**src/rtl/ltl_stream_pkg.sv**
```systemverilog
// Shared types and constants for the LTL monitor symbol streamer.
package ltl_stream_pkg;

    localparam int SYM_W_DEF  = 8;
    localparam int DROP_CNT_W = 16;

    typedef logic [SYM_W_DEF-1:0] symbol_t;

    typedef enum logic [1:0] {
        IDLE,
        ARM,
        STREAM,
        DRAIN
    } state_e;

endpackage

```
**src/rtl/ltl_sym_fifo.sv**
```systemverilog
// Event buffer for the symbol streamer: synchronous FIFO with flush and a
// registered occupancy count (one extra bit separates full from empty).
module ltl_sym_fifo #(
    parameter int W     = 8,
    parameter int DEPTH = 8
) (
    input  logic                       clk,
    input  logic                       reset_n,
    input  logic                       flush,
    input  logic                       push,
    input  logic                       pop,
    input  logic [W-1:0]               din,
    output logic [W-1:0]               head,
    output logic [$clog2(DEPTH):0]     count,
    output logic                       full,
    output logic                       empty
);
    localparam int AW = $clog2(DEPTH);
    localparam logic [AW:0] FULL_CNT = (AW+1)'(DEPTH);

    logic [W-1:0]  mem [DEPTH];
    logic [AW-1:0] wr_ptr, rd_ptr;
    logic          do_push, do_pop;

    // a pop frees the slot in the same cycle, so push-on-full is legal with pop
    assign do_pop  = pop && !empty;
    assign do_push = push && (!full || do_pop);

    always_ff @(posedge clk or negedge reset_n) begin
        if (!reset_n) begin
            wr_ptr <= '0;
            rd_ptr <= '0;
            count  <= '0;
        end else if (flush) begin
            wr_ptr <= '0;
            rd_ptr <= '0;
            count  <= '0;
        end else begin
            if (do_push) wr_ptr <= wr_ptr + AW'(1);
            if (do_pop)  rd_ptr <= rd_ptr + AW'(1);
            if (do_push && !do_pop)
                count <= count + (AW+1)'(1);
            else if (!do_push && do_pop)
                count <= count - (AW+1)'(1);
        end
    end

    always_ff @(posedge clk) begin
        if (do_push && !flush) mem[wr_ptr] <= din;
    end

    assign head  = mem[rd_ptr];
    assign full  = (count == FULL_CNT);
    assign empty = (count == '0);

endmodule

```
**src/rtl/ltl_symbol_streamer.sv**
```systemverilog
// Buffers proposition vectors and streams them as symbols to Automata monitors,
// releasing monitor reset on the first symbol. Optional dedup: LTL_STREAM_DEDUP_EN.
module ltl_symbol_streamer
    import ltl_stream_pkg::*;
#(
    parameter int SYM_W      = SYM_W_DEF,
    parameter int FIFO_DEPTH = 8,
    parameter int RST_CYCLES = 2
) (
    input  logic                  clk,
    input  logic                  reset_n,
    input  logic                  start,
    input  logic                  stop,
    input  logic                  ev_valid,
    input  logic [SYM_W-1:0]      ev_props,
    output logic                  ev_ready,
    output logic [SYM_W-1:0]      symbols,
    output logic                  run,
    output logic                  mon_reset,
    output logic                  busy,
    output logic [DROP_CNT_W-1:0] drop_cnt
);
    localparam int AW  = $clog2(FIFO_DEPTH);
    localparam int RCW = $clog2(RST_CYCLES + 1);
    localparam logic [AW:0] FULL_CNT = (AW+1)'(FIFO_DEPTH);

    state_e           state, state_nx;
    logic [RCW-1:0]   rst_cnt, rst_cnt_nx;
    logic [SYM_W-1:0] sym_nx, head;
    logic             run_nx, mrst_nx;
    logic             flush, push, pop, accept, trace_start;
    logic             full, empty;
    logic [AW:0]      cnt, cnt_nx;

    assign accept      = ev_valid && ev_ready;
    assign trace_start = (state == IDLE) && start;

    ltl_sym_fifo #(.W(SYM_W), .DEPTH(FIFO_DEPTH)) u_fifo (
        .clk     (clk),
        .reset_n (reset_n),
        .flush   (flush),
        .push    (push),
        .pop     (pop),
        .din     (ev_props),
        .head    (head),
        .count   (cnt),
        .full    (full),
        .empty   (empty)
    );

`ifdef LTL_STREAM_DEDUP_EN
    logic [SYM_W-1:0] last_props;
    logic             last_vld;
    logic             dup;

    assign dup  = last_vld && (ev_props == last_props);
    assign push = accept && !dup;

    always_ff @(posedge clk or negedge reset_n) begin
        if (!reset_n) begin
            last_props <= '0;
            last_vld   <= 1'b0;
            drop_cnt   <= '0;
        end else if (trace_start) begin
            last_vld <= 1'b0;
            drop_cnt <= '0;
        end else if (accept) begin
            if (dup) begin
                if (drop_cnt != '1) drop_cnt <= drop_cnt + DROP_CNT_W'(1);
            end else begin
                last_props <= ev_props;
                last_vld   <= 1'b1;
            end
        end
    end
`else
    assign push     = accept;
    assign drop_cnt = '0;
`endif

    always_comb begin
        state_nx   = state;
        rst_cnt_nx = rst_cnt;
        flush      = 1'b0;
        pop        = 1'b0;
        run_nx     = 1'b0;
        sym_nx     = symbols;
        mrst_nx    = mon_reset;
        case (state)
            IDLE: begin
                mrst_nx = 1'b1;
                if (start) begin
                    state_nx   = ARM;
                    rst_cnt_nx = RCW'(RST_CYCLES);
                    flush      = 1'b1;
                end
            end
            ARM: begin
                if (rst_cnt != '0) rst_cnt_nx = rst_cnt - RCW'(1);
                // an aborted arm never releases the monitors
                if (stop) begin
                    state_nx = IDLE;
                    flush    = 1'b1;
                end else if (rst_cnt == '0 && !empty) begin
                    state_nx = STREAM;
                    mrst_nx  = 1'b0;
                    run_nx   = 1'b1;
                    sym_nx   = head;
                    pop      = 1'b1;
                end
            end
            STREAM: begin
                if (!empty) begin
                    run_nx = 1'b1;
                    sym_nx = head;
                    pop    = 1'b1;
                end
                if (stop) state_nx = DRAIN;
            end
            DRAIN: begin
                if (!empty) begin
                    run_nx = 1'b1;
                    sym_nx = head;
                    pop    = 1'b1;
                end else begin
                    mrst_nx  = 1'b1;
                    state_nx = IDLE;
                end
            end
            default: state_nx = IDLE;
        endcase
    end

    always_comb begin
        cnt_nx = cnt;
        if (flush)
            cnt_nx = '0;
        else if (push && !pop)
            cnt_nx = cnt + (AW+1)'(1);
        else if (!push && pop)
            cnt_nx = cnt - (AW+1)'(1);
    end

    // ready/busy are registered from next-state values so they track state and count exactly
    always_ff @(posedge clk or negedge reset_n) begin
        if (!reset_n) begin
            state     <= IDLE;
            rst_cnt   <= '0;
            symbols   <= '0;
            run       <= 1'b0;
            mon_reset <= 1'b1;
            busy      <= 1'b0;
            ev_ready  <= 1'b0;
        end else begin
            state     <= state_nx;
            rst_cnt   <= rst_cnt_nx;
            symbols   <= sym_nx;
            run       <= run_nx;
            mon_reset <= mrst_nx;
            busy      <= (state_nx != IDLE);
            ev_ready  <= ((state_nx == ARM) || (state_nx == STREAM)) && (cnt_nx != FULL_CNT);
        end
    end

endmodule

```
**config.mk**
```make
export PLATFORM = sky130hd
export DESIGN_NAME = ltl_symbol_streamer
export DESIGN_NICKNAME = d
export VERILOG_FILES = /design/src/rtl/ltl_stream_pkg.sv /design/src/rtl/ltl_sym_fifo.sv /design/src/rtl/ltl_symbol_streamer.sv
export SDC_FILE = /design/constraint.sdc
export NUM_CORES = 1
export LEC_CHECK = 0
export BUFFER_PORTS_ARGS = -buffer_cell sky130_fd_sc_hd__buf_2
export CAP_MARGIN = 20
export CELL_PAD_IN_SITES_DETAIL_PLACEMENT = 2
export CELL_PAD_IN_SITES_GLOBAL_PLACEMENT = 2
export CORE_ASPECT_RATIO = 0.5
export CORE_UTILIZATION = 38
export CTS_CLUSTER_SIZE = 12
export DETAILED_ROUTE_END_ITERATION = 16
export GPL_ROUTABILITY_DRIVEN = 0
export MAX_ROUTING_LAYER = met4
export PLACE_DENSITY = 0.84
export SLEW_MARGIN = 20
export SYNTH_ARGS = -nofsm -noshare
export SYNTH_HDL_FRONTEND = slang
export SYNTH_SLANG_ARGS = --single-unit
```
**constraint.sdc**
```tcl
create_clock -name clk -period 2.6 [get_ports clk]
set_input_delay 0.26 -clock clk [delete_from_list [all_inputs] [get_ports clk]]
set_output_delay 0.26 -clock clk [all_outputs]
set_load 0.05 [all_outputs]
```
==> qor.yml, run 1 <==
synthesis:
  seq_area_frac_synth: 0.651
  synth_edf_count: 64
  ys_warn_count: 0
  synth_area_leaders: "edfxtp_1 49%, dfrtp_1 16%, mux4_2 9.7%, buf_4 3.0%, mux2i_1 2.5%"
  synth_top_area_share: 0.486
  synth_cell_types: 43
  synthFlopType: "edfxtp_1"
  synth_most_common_cell: "edfxtp_1"
  synthArstFlopShare: 0.289
  synthTopCellsByCount: "64 x edfxtp_1, 26 x nor2_1, 25 x dfrtp_1, 19 x nand2_1, 17 x mux4_2"
  ys_seq_elements: 90
  yosysTopAreaCell: "edfxtp_1"
  syn_avg_cell_area_um2: 14.6
  syn_area_um2: 3950
  postSynthCellCount: 271
clock_tree:
  cts_sinks: 90
  cts_tree: "done"
  clk_pin_slew_ps: 70
  clock_latency_ps: 350
  max-clock-path-buffers: 2
  clock-root-buffer: "clkbuf_16"
  post_cts_buffers: 0
  cts_htree_levels: 3
  numCtsBuffers: 9
sta:
  fmax_mhz: 385
  hold_violations: 0
  tightest_slew_ps: 820
  min_period_ps: 2600
  fin_setup_tns_ps: -0.350
  fin_ws_ps: -0.350
  maxSlewHeadroom: 0.453
  finalCritPeriodShare: 1.00
  hold_ws_ps: 183
  setup_viol: 1
  finClkSkew_ps: 9.22
  slew_violations: 0
floorplanning:
  initial_core_util: 0.405
  rows: 25
  io_pins: 41
  core_um2: 9760
  dieArea_um2: 10800
  die_w_um: 146
  die_y_um: 74.1
place:
  detailed_place_hpwl_mm: 6.91
  post_dp_cell_area_um2: 4240
  portBuffers: 24
critical_path:
  crit_slowest_cell: "dfrtp_2"
  critPathLaunchType: "flop"
  crit_arrival_ps: 2830
  critPathRequiredTime_ps: 2830
  slowest_delay_ps: 480
  path_class: "reg -> reg"
  crit_fanout: 8
  reg2reg_slack_ps: -0.4
  cp-end-kind: "flop"
  r2r_cells: 9
  cp_cell_sequence: "inv_1, ha_1, or3b_4, a21oi_1, mux4_2, inv_1, ha_1, o21a_1, a32o_1"
status:
  violations: "setup timing"
  status: "finished with violations"
pwr:
  finalPower_mw: 5.05
  ir_worst_vdd_mv: 0.395
  power_density_nw_per_um2: 1110
  p_leak_nw: 1.70
route:
  drc: 0
  wl_mm: 10.4
  wire_per_inst_um: 23.2
  drt_iter0_markers: 133
  ant_nets: 0
  routed_via_density: 5.29
  vias: 2374
  firstDrtPassIters: 5
cells_and_area:
  area_growth_pct: 15.3
  nets: 328
  diodes: 0
  fillers: 926
  layout-drive-gt1-share: 0.268
  fin_util: 0.467
  design_area_um2: 4550
hold_path:
  hold_class: "in -> reg"
  hold_depth: 1
grt:
  grt_use_total: 0.211
  grt_pass1_vias: 2565
  grt-ovfl-total: 0
  grt_first_pass_wirelength_mm: 15.7
  antenna_found_initial: 0
  grt_start_max_net_pins: 27
job:
  max_cap_viol_count: 0
[routing by layer]
layer | vias to the layer above | part of all wire | global-route usage | wire length, µm
li1 | 1038 | - | - | -
met4 | 0 | 0.017 | 0.0810 | 180
met3 | 14 | 0.035 | 0.0429 | 368
met1 | 1256 | 0.44 | 0.265 | 4610
met5 | - | 0 | - | 0
met2 | 66 | 0.50 | 0.346 | 5240
[cells in the final DEF (no fill, tap or decap), types with 9 or more instances in the layout]
cell       Yosys  layout
edfxtp_1      64      64
nor2_1        26      26
buf_2          3      24
dfrtp_1       25      23
nand2_1       19      19
mux4_2        17      17
conb_1         1      16
buf_4         16      15
o21ai_0       13      13
inv_1         11      11
mux2i_1       10      10
clkbuf_16      0       9
[power breakdown]
group | internal, mW | switching (mW)
combinational | 0.647 | 1.16
clock | 0.677 | 0.608
sequential | 1.75 | 0.203
total | 3.08 | 1.97
[cell families after synthesis]
group	Yosys count	synth area share
xor+xnor	7	0.0155
compound gates	32	0.0529
buf+inv	41	0.0595
fa+ha+maj	6	0.0190
mux	27	0.122
flops	90	0.651
simple gates	67	0.0785
other cells	1	0.000949
[path summary, 6_finish.rpt]
path / startpoint / endpoint
min reg2reg: symbols[0]$_DFFE_PN0P_ / symbols[0]$_DFFE_PN0P_
max: u_fifo.count[0]$_DFFE_PN0P_ / ev_ready$_DFF_PN0_
max in group asynchronous: reset_n / u_fifo.count[0]$_DFFE_PN0P_
max reg2reg: u_fifo.count[0]$_DFFE_PN0P_ / ev_ready$_DFF_PN0_
min: ev_props[1] / u_fifo.mem[0][1]$_DFFE_PP_
min in group asynchronous: reset_n / u_fifo.wr_ptr[2]$_DFFE_PN0P_
[critical path, delay by kind of cell (launching register included)]
kind                       cells  cell delay, ps
adders and majority gates      2             580
DFF                            1             480
muxes                          1             260
buffers and inverters          2             140
and+or+nand+nor                1             440
AOI/OAI and AO/OA              3             580
[flip-flops by register name (all words and copies together) (netlist names)]
name,cells
rst_cnt,2
run,1
busy,1
state,2
mon_reset,1
u_fifo.wr_ptr,3
symbols,8
u_fifo.rd_ptr,3
ev_ready,1
u_fifo.mem,64
u_fifo.count,4
[final cells by class]
cell class | count | area [µm²] | share of cell area
clock buffers | 9 | 225 | 0.0495
clock inverters | 7 | 65.1 | 0.0143
inverters | 12 | 47.5 | 0.0104
multi-input cells | 155 | 1220 | 0.267
flip-flops and latches | 90 | 2580 | 0.566
well taps | 135 | 169 | 0.0371
repair buffers | 41 | 254 | 0.0558
[what timing repair did]
| action | in CTS | in global routing |
|---|---|---|
| hold buffers | 1 | 0 |
| gates resized for setup | 0 | 6 |
| endpoints found under the hold margin | 25 | 0 |
| setup endpoints to repair | 0 | 65 |
[stage by stage]
step | worst slack [ps] | cells
after global routing | -44.3 | 449
final | -0.350 | 449
after CTS | 3.74 | 449
after detailed placement | 132 | 432
after global placement | 272 | 432
after floorplan | 164 | 286
(Power assumes the default switching activity.)
==> run 2: changes to the inputs <==
--- a/config.mk
+++ b/config.mk
@@ -14,7 +14,6 @@
 export CTS_CLUSTER_SIZE = 12
 export DETAILED_ROUTE_END_ITERATION = 16
 export GPL_ROUTABILITY_DRIVEN = 0
-export MAX_ROUTING_LAYER = met4
 export PLACE_DENSITY = 0.84
 export SLEW_MARGIN = 20
 export SYNTH_ARGS = -nofsm -noshare
==> constraint.sdc (replaced) <==
create_clock -name clk -period 2.6 [get_ports clk]
set_input_delay 0.26 -clock clk [delete_from_list [all_inputs] [get_ports clk]]
set_output_delay 0.26 -clock clk [all_outputs]
set_load 0.01 [all_outputs]
==> run 2 against run 1 <==
  * Sequential share of layout area unchanged
  * Cell count unchanged
  * Core utilization did not move
  * Design area unchanged
  * Combinational power shrank 16%
  * Via count hardly changed
  * Critical path type unchanged
  * Wire length down 0.63%
  * Critical path depth unchanged
  * Clock power hardly changed
  * The flow still finishes with violations (setup timing)
  * Clock skew increased by 0.58 ps
  * Power shrank 5.6%
  * Sequential power about the same
  * Largest power group unchanged
==> qor.yml, run 2 (same netlist as run 1, synthesis figures left out) <==
critical_path:
  reg2reg_slack_ps: -2  # was -0.4 ps
  crit_fanout: 8  # unchanged
  cpLargestDelayFamily: "compound AO/OA/AOI/OAI gates"  # was adder cells
  cp-end-kind: "flop"  # unchanged
  crit_arrival_ps: 2830  # about the same
  path_class: "reg -> reg"  # unchanged
  critPathLaunchType: "flop"  # unchanged
  cp_cell_sequence: "inv_1, ha_1, or3b_4, a21oi_1, mux4_2, inv_1, ha_1, o21a_1, a32o_1"  # unchanged
  crit_slowest_cell: "dfrtp_2"  # unchanged
  path_buf_inv: 2  # unchanged
  critPathRequiredTime_ps: 2830  # about the same
  slowest_delay_ps: 470  # was 480 ps
route:
  drt_iter0_markers: 163  # was 133
  wl_mm: 10.3  # was 10.4 mm
  ant_nets: 0  # unchanged
  drc: 0  # unchanged
  firstDrtPassIters: 4  # was 5
  wire_per_inst_um: 23.0  # was 23.2 µm
  vias: 2376  # was 2,374
  routed_via_density: 5.29  # about the same
cells_and_area:
  area_growth_pct: 15.3  # unchanged
  layout_commonest_cell: "edfxtp_1"  # unchanged
  nets: 328  # unchanged
  diodes: 0  # unchanged
  final_cell_count_no_fill: 449  # unchanged
  reg_top3: "u_fifo.mem x64, symbols x8, u_fifo.count x4"  # unchanged
  largest_register_ff_count: 64  # unchanged
  largest-register: "u_fifo.mem"  # unchanged
  mostFrequentLayoutCells: "64 x edfxtp_1, 26 x nor2_1, 24 x buf_2"  # unchanged
  fin_util: 0.467  # unchanged
  layout-drive-gt1-share: 0.268  # unchanged
floorplanning:
  die_y_um: 74.1  # unchanged
  dieArea_um2: 10800  # unchanged
  core_um2: 9760  # unchanged
  initial_core_util: 0.405  # unchanged
  rows: 25  # unchanged
  io_pins: 41  # unchanged
  die_w_um: 146  # unchanged
pwr:
  ir_worst_vdd_mv: 0.354  # was 0.395 mV
  power_density_nw_per_um2: 1050  # was 1110 nW/µm²
  p_leak_nw: 1.70  # unchanged
clock_tree:
  numCtsBuffers: 9  # unchanged
  cts_htree_levels: 3  # unchanged
  cts_sinks: 90  # unchanged
  clk_pin_slew_ps: 70  # about the same
  post_cts_buffers: 0  # unchanged
  max-clock-path-buffers: 2  # unchanged
  clock-root-buffer: "clkbuf_16"  # unchanged
  clock_latency_ps: 350  # about the same
  cts_tree: "done"  # unchanged
grt:
  use_met3: 0.0429  # unchanged
  use_met2: 0.346  # about the same
  grt_use_met1: 0.265  # unchanged
  antenna_found_initial: 0  # unchanged
  gr-max-usage-layer: "met2"  # unchanged
  grt-ovfl-total: 0  # unchanged
  grt_first_pass_wirelength_mm: 15.8  # was 15.7 mm
  grt_use_total: 0.204  # was 0.211
  grt_pass1_vias: 2561  # was 2,565
  grt_start_max_net_pins: 27  # unchanged
sta:
  fin_ws_ps: -1.79  # was -0.350 ps
  min_period_ps: 2600  # about the same
  finClkSkew_ps: 9.80  # was 9.22 ps
  fin_setup_tns_ps: -1.79  # was -0.350 ps
  slew_violations: 0  # unchanged
  finalCritPeriodShare: 1.00  # about the same
  fmax_mhz: 384  # was 385 MHz
  tightest_slew_ps: 807  # was 820 ps
  setup_viol: 1  # unchanged
  maxSlewHeadroom: 0.462  # was 0.453
  hold_violations: 0  # unchanged
status:
  violations: "setup timing"  # unchanged
  status: "finished with violations"  # unchanged
place:
  detailed_place_hpwl_mm: 6.91  # unchanged
  post-place-cells: 432  # unchanged
  portBuffers: 24  # unchanged
  place_worst_setup_slack_ps: 132  # unchanged
hold_path:
  hold_class: "in -> reg"  # unchanged
job:
  max_cap_viol_count: 0  # unchanged
run 2: cell counts in the layout (fill, tap and decap cells not counted):
Identical to the previous run, type by type.
run 2: area by class of cell:
cell class / count / area (µm²)
fill: 926 / 5200
clock buffer: 9 / 225
clock inverter: 7 / 65.1
tap: 135 / 169
timing repair buffer: 41 / 254
inverter: 12 / 47.5
multi-input combinational: 155 / 1220
sequential: 90 / 2580
run 2: layer usage:
layer	routed length, µm	vias up
met4	270	0
met1	4410	1252
met5	0	-
met2	5140	63
li1	-	1039
met3	513	22
run 2: timing repair:
action | CTS | global route
setup endpoints to repair | 0 | 65
resized for setup | 0 | 6
hold endpoints to repair | 25 | 0
hold buffers | 1 | 0
run 2: report_power, final:
part / leakage, nW / switching, mW / internal (mW)
Clock: 0.147 / 0.610 / 0.677
Sequential: 0.906 / 0.199 / 1.75
Combinational: 0.650 / 0.877 / 0.647
Total: 1.70 / 1.69 / 3.08
run 2: worst paths after layout:
kind	from	end	cells after the start
setup reg to reg	u_fifo.count[0]$_DFFE_PN0P_	ev_ready$_DFF_PN0_	9
hold reg to reg	symbols[0]$_DFFE_PN0P_	symbols[0]$_DFFE_PN0P_	2
setup / recovery	u_fifo.count[0]$_DFFE_PN0P_	ev_ready$_DFF_PN0_	9
max in group asynchronous	reset_n	u_fifo.count[0]$_DFFE_PN0P_	2
min in group asynchronous	reset_n	u_fifo.wr_ptr[2]$_DFFE_PN0P_	2
hold / removal	ev_props[1]	u_fifo.mem[0][1]$_DFFE_PP_	1
run 2: through the flow:
step	hold slack [ps]	area [µm²]	power (mW)
after global placement	285	4240	3.25
after global routing	190	4550	4.99
after floorplan	-35.6	4020	2.94
after CTS	179	4540	4.76
after detailed placement	315	4240	3.41
final	181	4550	4.76
